==> config.mk <==
export PLATFORM = sky130hd
export DESIGN_NAME = dpram_sclk_param
export DESIGN_NICKNAME = d
export VERILOG_FILES = /design/src/rtl/dpram_pkg.sv /design/src/rtl/dpram_init_ctrl.sv /design/src/rtl/dpram_sclk_param.sv
export SDC_FILE = /design/constraint.sdc
export NUM_CORES = 1
export LEC_CHECK = 0
export CAP_MARGIN = 20
export CORE_MARGIN = 2
export CORE_UTILIZATION = 53
export CTS_CLUSTER_DIAMETER = 80
export DETAILED_ROUTE_END_ITERATION = 10
export PLACE_DENSITY = 0.7
export SLEW_MARGIN = 20
export SYNTH_ARGS = -nofsm -noshare
export SYNTH_HDL_FRONTEND = slang
export SYNTH_SLANG_ARGS = --single-unit
==> constraint.sdc <==
create_clock -name clk -period 6.2 [get_ports clk]
set_clock_uncertainty 0.05 [all_clocks]
set_input_delay 1.24 -clock clk [delete_from_list [all_inputs] [get_ports clk]]
set_output_delay 1.24 -clock clk [all_outputs]
set_load 0.02 [all_outputs]
==> src/rtl/dpram_pkg.sv <==
// Shared constants for the single-clock simple dual-port RAM.
// Read-during-write policy codes and the clear-sweep state encoding.
package dpram_pkg;

  localparam logic RDW_WRITE_FIRST = 1'b1;
  localparam logic RDW_READ_FIRST  = 1'b0;

  typedef enum logic {
    ST_INIT = 1'b0,
    ST_RUN  = 1'b1
  } state_t;

endpackage

==> src/rtl/dpram_init_ctrl.sv <==
// Post-reset clear sweep: walks every address once, writing zero, then hands over to RUN.
// Latency: exactly 2**ADDR_W cycles after reset release; no backpressure, cannot be stalled.
// Backpressure: none; the user ports are simply locked out while init_busy is high.
module dpram_init_ctrl
  import dpram_pkg::*;
#(
  parameter int ADDR_W = 3
) (
  input  logic              clk,
  input  logic              reset,
  output logic              init_busy,
  output logic [ADDR_W-1:0] sweep_addr,
  output logic              sweep_we
);

  state_t            state;
  logic [ADDR_W-1:0] cnt;

  always_ff @(posedge clk) begin
    if (reset) begin
      state <= ST_INIT;
      cnt   <= '0;
    end else if (state == ST_INIT) begin
      cnt <= cnt + 1'b1;
      // last address written on this edge, so RUN starts on the next cycle
      if (&cnt) state <= ST_RUN;
    end
  end

  assign init_busy  = (state == ST_INIT);
  assign sweep_addr = cnt;
  assign sweep_we   = (state == ST_INIT) && !reset;

endmodule

==> src/rtl/dpram_sclk_param.sv <==
// Single-clock simple dual-port RAM with clear sweep, read-valid, RDW policy and collision flag.
// Latency: read data 1 cycle after re (2 with DPRAM_OUT_REG_EN defined).
// Backpressure: none; each result is presented for exactly one cycle.
module dpram_sclk_param
  import dpram_pkg::*;
#(
  parameter int   DATA_W   = 10,
  parameter int   ADDR_W   = 3,
  parameter logic RDW_MODE = RDW_WRITE_FIRST
) (
  input  logic              clk,
  input  logic              reset,
  input  logic              we,
  input  logic [ADDR_W-1:0] waddr,
  input  logic [DATA_W-1:0] wdata,
  input  logic              re,
  input  logic [ADDR_W-1:0] raddr,
  output logic [DATA_W-1:0] rdata,
  output logic              rvalid,
  output logic              coll,
  output logic              init_busy
);

  localparam int DEPTH = 1 << ADDR_W;

  logic [DATA_W-1:0] mem [DEPTH];

  logic [ADDR_W-1:0] sweep_addr;
  logic              sweep_we;
  logic              hit;
  logic [DATA_W-1:0] rd_q;
  logic              rv_q;
  logic              coll_q;

  dpram_init_ctrl #(.ADDR_W(ADDR_W)) u_init (
    .clk        (clk),
    .reset      (reset),
    .init_busy  (init_busy),
    .sweep_addr (sweep_addr),
    .sweep_we   (sweep_we)
  );

  assign hit = we && re && (waddr == raddr);

  // Sweep owns the write port until RUN; user writes are dropped, not deferred.
  always_ff @(posedge clk) begin
    if (sweep_we) begin
      mem[sweep_addr] <= '0;
    end else if (we && !init_busy && !reset) begin
      mem[waddr] <= wdata;
    end
  end

  always_ff @(posedge clk) begin
    if (reset || init_busy) begin
      rd_q   <= '0;
      rv_q   <= 1'b0;
      coll_q <= 1'b0;
    end else begin
      rv_q   <= re;
      coll_q <= hit;
      if (!re) begin
        rd_q <= '0;
      end else if (hit && (RDW_MODE == RDW_WRITE_FIRST)) begin
        rd_q <= wdata;
      end else begin
        rd_q <= mem[raddr];
      end
    end
  end

`ifdef DPRAM_OUT_REG_EN
  logic [DATA_W-1:0] rd_p;
  logic              rv_p;
  logic              coll_p;

  always_ff @(posedge clk) begin
    if (reset || init_busy) begin
      rd_p   <= '0;
      rv_p   <= 1'b0;
      coll_p <= 1'b0;
    end else begin
      rd_p   <= rd_q;
      rv_p   <= rv_q;
      coll_p <= coll_q;
    end
  end

  assign rdata  = rd_p;
  assign rvalid = rv_p;
  assign coll   = coll_p;
`else
  assign rdata  = rd_q;
  assign rvalid = rv_q;
  assign coll   = coll_q;
`endif

endmodule
After elaboration in Yosys (flattened, before gate mapping)
Memories as Yosys holds them, arrays and structs flattened. A register that Yosys moved wholly into a read port is not among the register bits.
Cells that the tools add are included.
- register bits: 6
- memory bits (writable): 80
- input port bits: 20
- output and inout port bits: 13
- memories kept: 1
- add/subtract/negate cells: 1
- equal/unequal tests: 1
- muxes and demuxes: 10
- bitwise operators: 2
- reductions and logical operators: 10
- memories (memory ; depth ; bits a word ; read ports ; clocked after memory_dff ; write ports ; line ; text):
    mem ; 8 ; 10 ; 1 ; 1 ; 1 ; dpram_sclk_param.sv:26 ; logic [DATA_W-1:0] mem [DEPTH];
- operator list (cell ; count):
    $mux 10 ; 1
    $reduce_or 10->1 ; 1
    $mux 1 ; 8
    $logic_and 1x1->1 ; 5
    $add 3x1->3 const B ; 1
    $eq 3x3->1 ; 1
    $mux 3 ; 1
    $reduce_and 3->1 ; 1
    $not 1->1 ; 2
    $reduce_or 2->1 ; 1
    $logic_not 1->1 ; 1
    $logic_or 1x1->1 ; 1

Logic depth before layout (Yosys ltp)
- depth in word-level cells: 7
- depth in mapped cells: 8
- depth with buffers taken out: 5

Hierarchy
A second synthesis with hierarchy kept.
- cells, all modules: 235
- area total of the unflattened synthesis: 3824.9 um^2
- modules (own cells, without submodules) (module ; times used ; cells each ; area an instance (um^2)):
    dpram_sclk_param ; 1 ; 218 ; 3653.5
    dpram_init_ctrl ; 1 ; 17 ; 171.4

Worst setup path after synthesis
No wires, ideal clock.
- kind: input -> register
- from: in reset
- to: mem mem[2][0] (enable)
- setup time: 376 ps
- data arrival time: 2658 ps
- data required time: 5774 ps
- setup slack: 3116 ps
- cell stages on the path: 8
- cell sequence: buf_6 -> and3b_1 -> buf_6 -> buf_2 -> buf_2 -> nor3b_1 -> a31oi_1 -> nor2_1
- word-level cells in the longest chain between the ends: 7
- elaborated cells on any way between the ends: 11
- ends and longest elaborated chain (element ; line ; text):
    start: declaration ; dpram_sclk_param.sv:12 ; input logic reset,
    $logic_not 1->1 * ; dpram_init_ctrl.sv:32, dpram_sclk_param.sv:49 ;
    $logic_and 1x1->1 ; dpram_sclk_param.sv:49 ; end else if (we && !init_busy && !reset) begin
    $mux 1 ; dpram_sclk_param.sv:49 ;
    $mux 1 ; dpram_sclk_param.sv:47 ; if (sweep_we) begin
    $mux 1 (not written as such) ; dpram_sclk_param.sv:50 ; mem[waddr] <= wdata;
    $reduce_or 10->1 (no source line) ; n/a ;
    $mux 3 (no source line) or $mux 1 (tied branches) ; n/a ;
    end: declaration ; dpram_sclk_param.sv:26 ;
Every way passes the cells marked *; elsewhere a longest branch is shown, timed or not.

Worst setup path after layout
- from: in reset
- to: reg rd_q[5], in the netlist rdata[5] (read register of mem)
- word-level cells in the longest chain between the ends: 2
- ends and longest elaborated chain (element ; line ; text):
    $logic_or 1x1->1 ; dpram_sclk_param.sv:55 ; if (reset || init_busy) begin
    $reduce_or 2->1 (no source line) ; n/a ;
    end: declaration ; dpram_sclk_param.sv:31 ; logic [DATA_W-1:0] rd_q;
No other way between the ends.
A chain may end at the register's enable or synchronous reset.

==> impl_metrics.ini <==
[power]
power_density_nw_per_um2 = 265
p_sw_mw = 0.263
peakVddDrop_mv = 0.141
seqPwrFrac_pct = 58.9
clockPowerShare_pct = 34.4
power_frac_comb_pct = 6.7
swShare_pct = 21.8
cell_internal_pwr_mw = 0.944
power_mw = 1.21
leakagePower_nw = 1.52

[placement]
post_dp_cell_area_um2 = 4340
dp_slack_ps = 1930
portBuffers = 32
dp.cells = 356
post-dp-hpwl_mm = 4.66
gp_congestion = 0.795

[timing]
setup_ws_ps = 2270
final_hold_viol_count = 0
fmax_mhz = 254
whs_ps = 496
period_needed_ps = 3930
drv_slew = 0
maxSlewHeadroom_pct = 30.5
rsz0062_at_grt = no
post-route-period-util_pct = 63.4
finalSetupViolCount = 0
tightest_slew_ps = 1040
final.setup.tns_ps = 0

[yosys]
synth_compound_area_share_pct = 3.88
synthMuxAreaShare_pct = 15.2
synth_area_um2 = 3960
synth.ff_latch_count = 96
synth.avg_cell_area_um2 = 16.6
ys_top_cells_by_area = edfxtp_1, mux4_2, dfxtp_1, mux2i_1, o211ai_1
synth_cells = 238
synthFlopType = edfxtp_1
synth_top_family_by_area = multiplexers
synth-xor-area-share_pct = 0.884
ys_top_cells_by_count = edfxtp_1, mux4_2, dfxtp_1
ys_warn_count = 0
yosysTopAreaCell = edfxtp_1
ys_types = 30
async_flop_share_pct = 0
yosysMostFrequentCell = edfxtp_1
synth_edf_count = 80
syn_nets = 260
seq_area_frac_synth_pct = 68.7
synth_top_area_share_pct = 60.6
synth_fa_ha_area_share_pct = 0.632
synthSimpleGateAreaFrac_pct = 8.05

[worst_setup_path]
worstPathRequired_ps = 6440
r2r_setup_slack_ps = 3300
cp_max_fo = 24
reg2reg_depth = 5
cp_slowest_cell = and3b_1
arrival_ps = 4170
crit_top_cell = mux2i_1
startpoint_type = input pin
end_kind = flip-flop
worstReg2RegEnd = rdata[5]
crit_start = reset
critPathKind = input pin to flip-flop
r2r_start = u_init.state
cp_cell_sequence = clkdlybuf4s50_1 > and3b_1 > mux2i_1 > a22o_1 > nor4_4 > mux2i_1
max_stage_delay_ps = 840

[detailed_routing]
drtIter0Drc = 165
first_pass_iters = 4
vias_per_cell = 5.49
drtAntennaViolNets = 0
drc = 0
drt_wl_total_mm = 7.07
routed-via-count = 2046
wl_per_cell_um = 19.0

[global_routing]
grt_pass1_vias = 2055
track_usage_pct = 18.7
grt_max_degree = 25
grt_first_pass_wirelength_mm = 11.3
gr-total-overflow = 0
antenna_found_initial = 0

[finish]
drive_above_1_share_pct = 15.3
diodes = 0
stdcell_area_um2 = 4550
final_cells = 373
final_util_pct = 62.8
syn_to_final_growth_pct = 14.9
layout.nets = 291

[floorplan]
core_area_um2 = 7250
initial_core_util_pct = 54.6
rows = 31
dieHeight_um = 90.5
die_area_um2 = 8180
io_pins = 33
die_width_um = 90.5

[cts]
cts_tree = yes
holdBufCountCts = 0
h-tree-depth = 3
clk_latency_ps = 360
clockBufferDepth = 2
cts_setup_buffers = 0
clockRootBuffer = clkbuf_8
cts_buffers = 9
ctsResizeCount = 0
clk_pin_slew_worst_paths_ps = 100
cts_sinks = 96

[job]
maxCapViolCount = 0

[outcome]
outcome = finished clean

[min_path]
worstHoldStart = u_init.sweep_addr[0]
holdPathEnd = u_init.sweep_addr[0]
hold_class = flip-flop to flip-flop
holdPathStages = 2
registers in the layout, summed over array words and instances, names as in the netlist:
name / cells
rvalid: 1
rdata: 10
u_init.state: 1
coll: 1
mem: 80
u_init.sweep_addr: 3
power by group through the flow:
stage / Combinational [mW] / Clock, mW / Sequential [mW]
after floorplan: 0.0544 / 0 / 0.724
after global placement: 0.0792 / 0 / 0.725
after detailed placement: 0.0806 / 0 / 0.726
after CTS: 0.0807 / 0.421 / 0.711
after global routing: 0.0891 / 0.447 / 0.713
final: 0.0812 / 0.415 / 0.711
worst max path at each step:
| stage | slack [ps] | to | cells past startpoint |
|---|---|---|---|
| floorplan | 3120 | mem[2][0] | 8 |
| global placement | 2030 | rdata[9] | 6 |
| detailed placement | 1930 | rdata[5] | 6 |
| CTS | 2270 | rdata[5] | 6 |
| global route | 2040 | rdata[5] | 6 |
| finish | 2270 | rdata[5] | 6 |
kinds of logic after synthesis:
| group | Yosys count |
|---|---|
| DFF | 96 |
| and+or+nand+nor | 60 |
| muxes | 35 |
| AOI/OAI and AO/OA | 22 |
| buffers and inverters | 19 |
| xor gates and xnor gates | 4 |
| adders and majority gates | 2 |
cell usage in the layout (no fill, tap or decap), drive strengths merged:
cell,n
bufinv,1
or2,1
inv,5
and3b,1
clkbuf,10
clkdlybuf4s50,32
buf,3
edfxtp,80
a221o,1
o211ai,10
nand2,15
and2,10
nor3b,3
nor3,1
nand3b,1
dfxtp,16
ha,2
nand2b,10
nor2,15
nor4,1
a31oi,4
clkinvlp,2
mux4,20
mux2i,15
a22o,1
a21o,2
xnor2,4
nand3,2
a21oi,3
clkinv,2
o21ai,1
metal layers:
metal / part of all wire (%) / GRT usage, %
met5: 0 / 0
met4: 1.5 / 6.92
met3: 4.8 / 3.59
met2: 46 / 27.4
met1: 47 / 28.2
cell type report:
class                           instances  area (um^2)
Sequential cell                        96         2720
Fill cell                             553         2700
Multi-Input combinational cell        123         1140
Timing Repair Buffer                   35          343
Clock buffer                           10          138
Tap cell                               99          124
Clock inverter                          6         67.6
Inverter                                4         15.0
critical path, delay by kind of cell:
kind	cells	cell delay, ps
buf+inv	1	600
mux	2	480
compound gates	1	290
simple gates	2	1560
(Power assumes the default switching activity.)
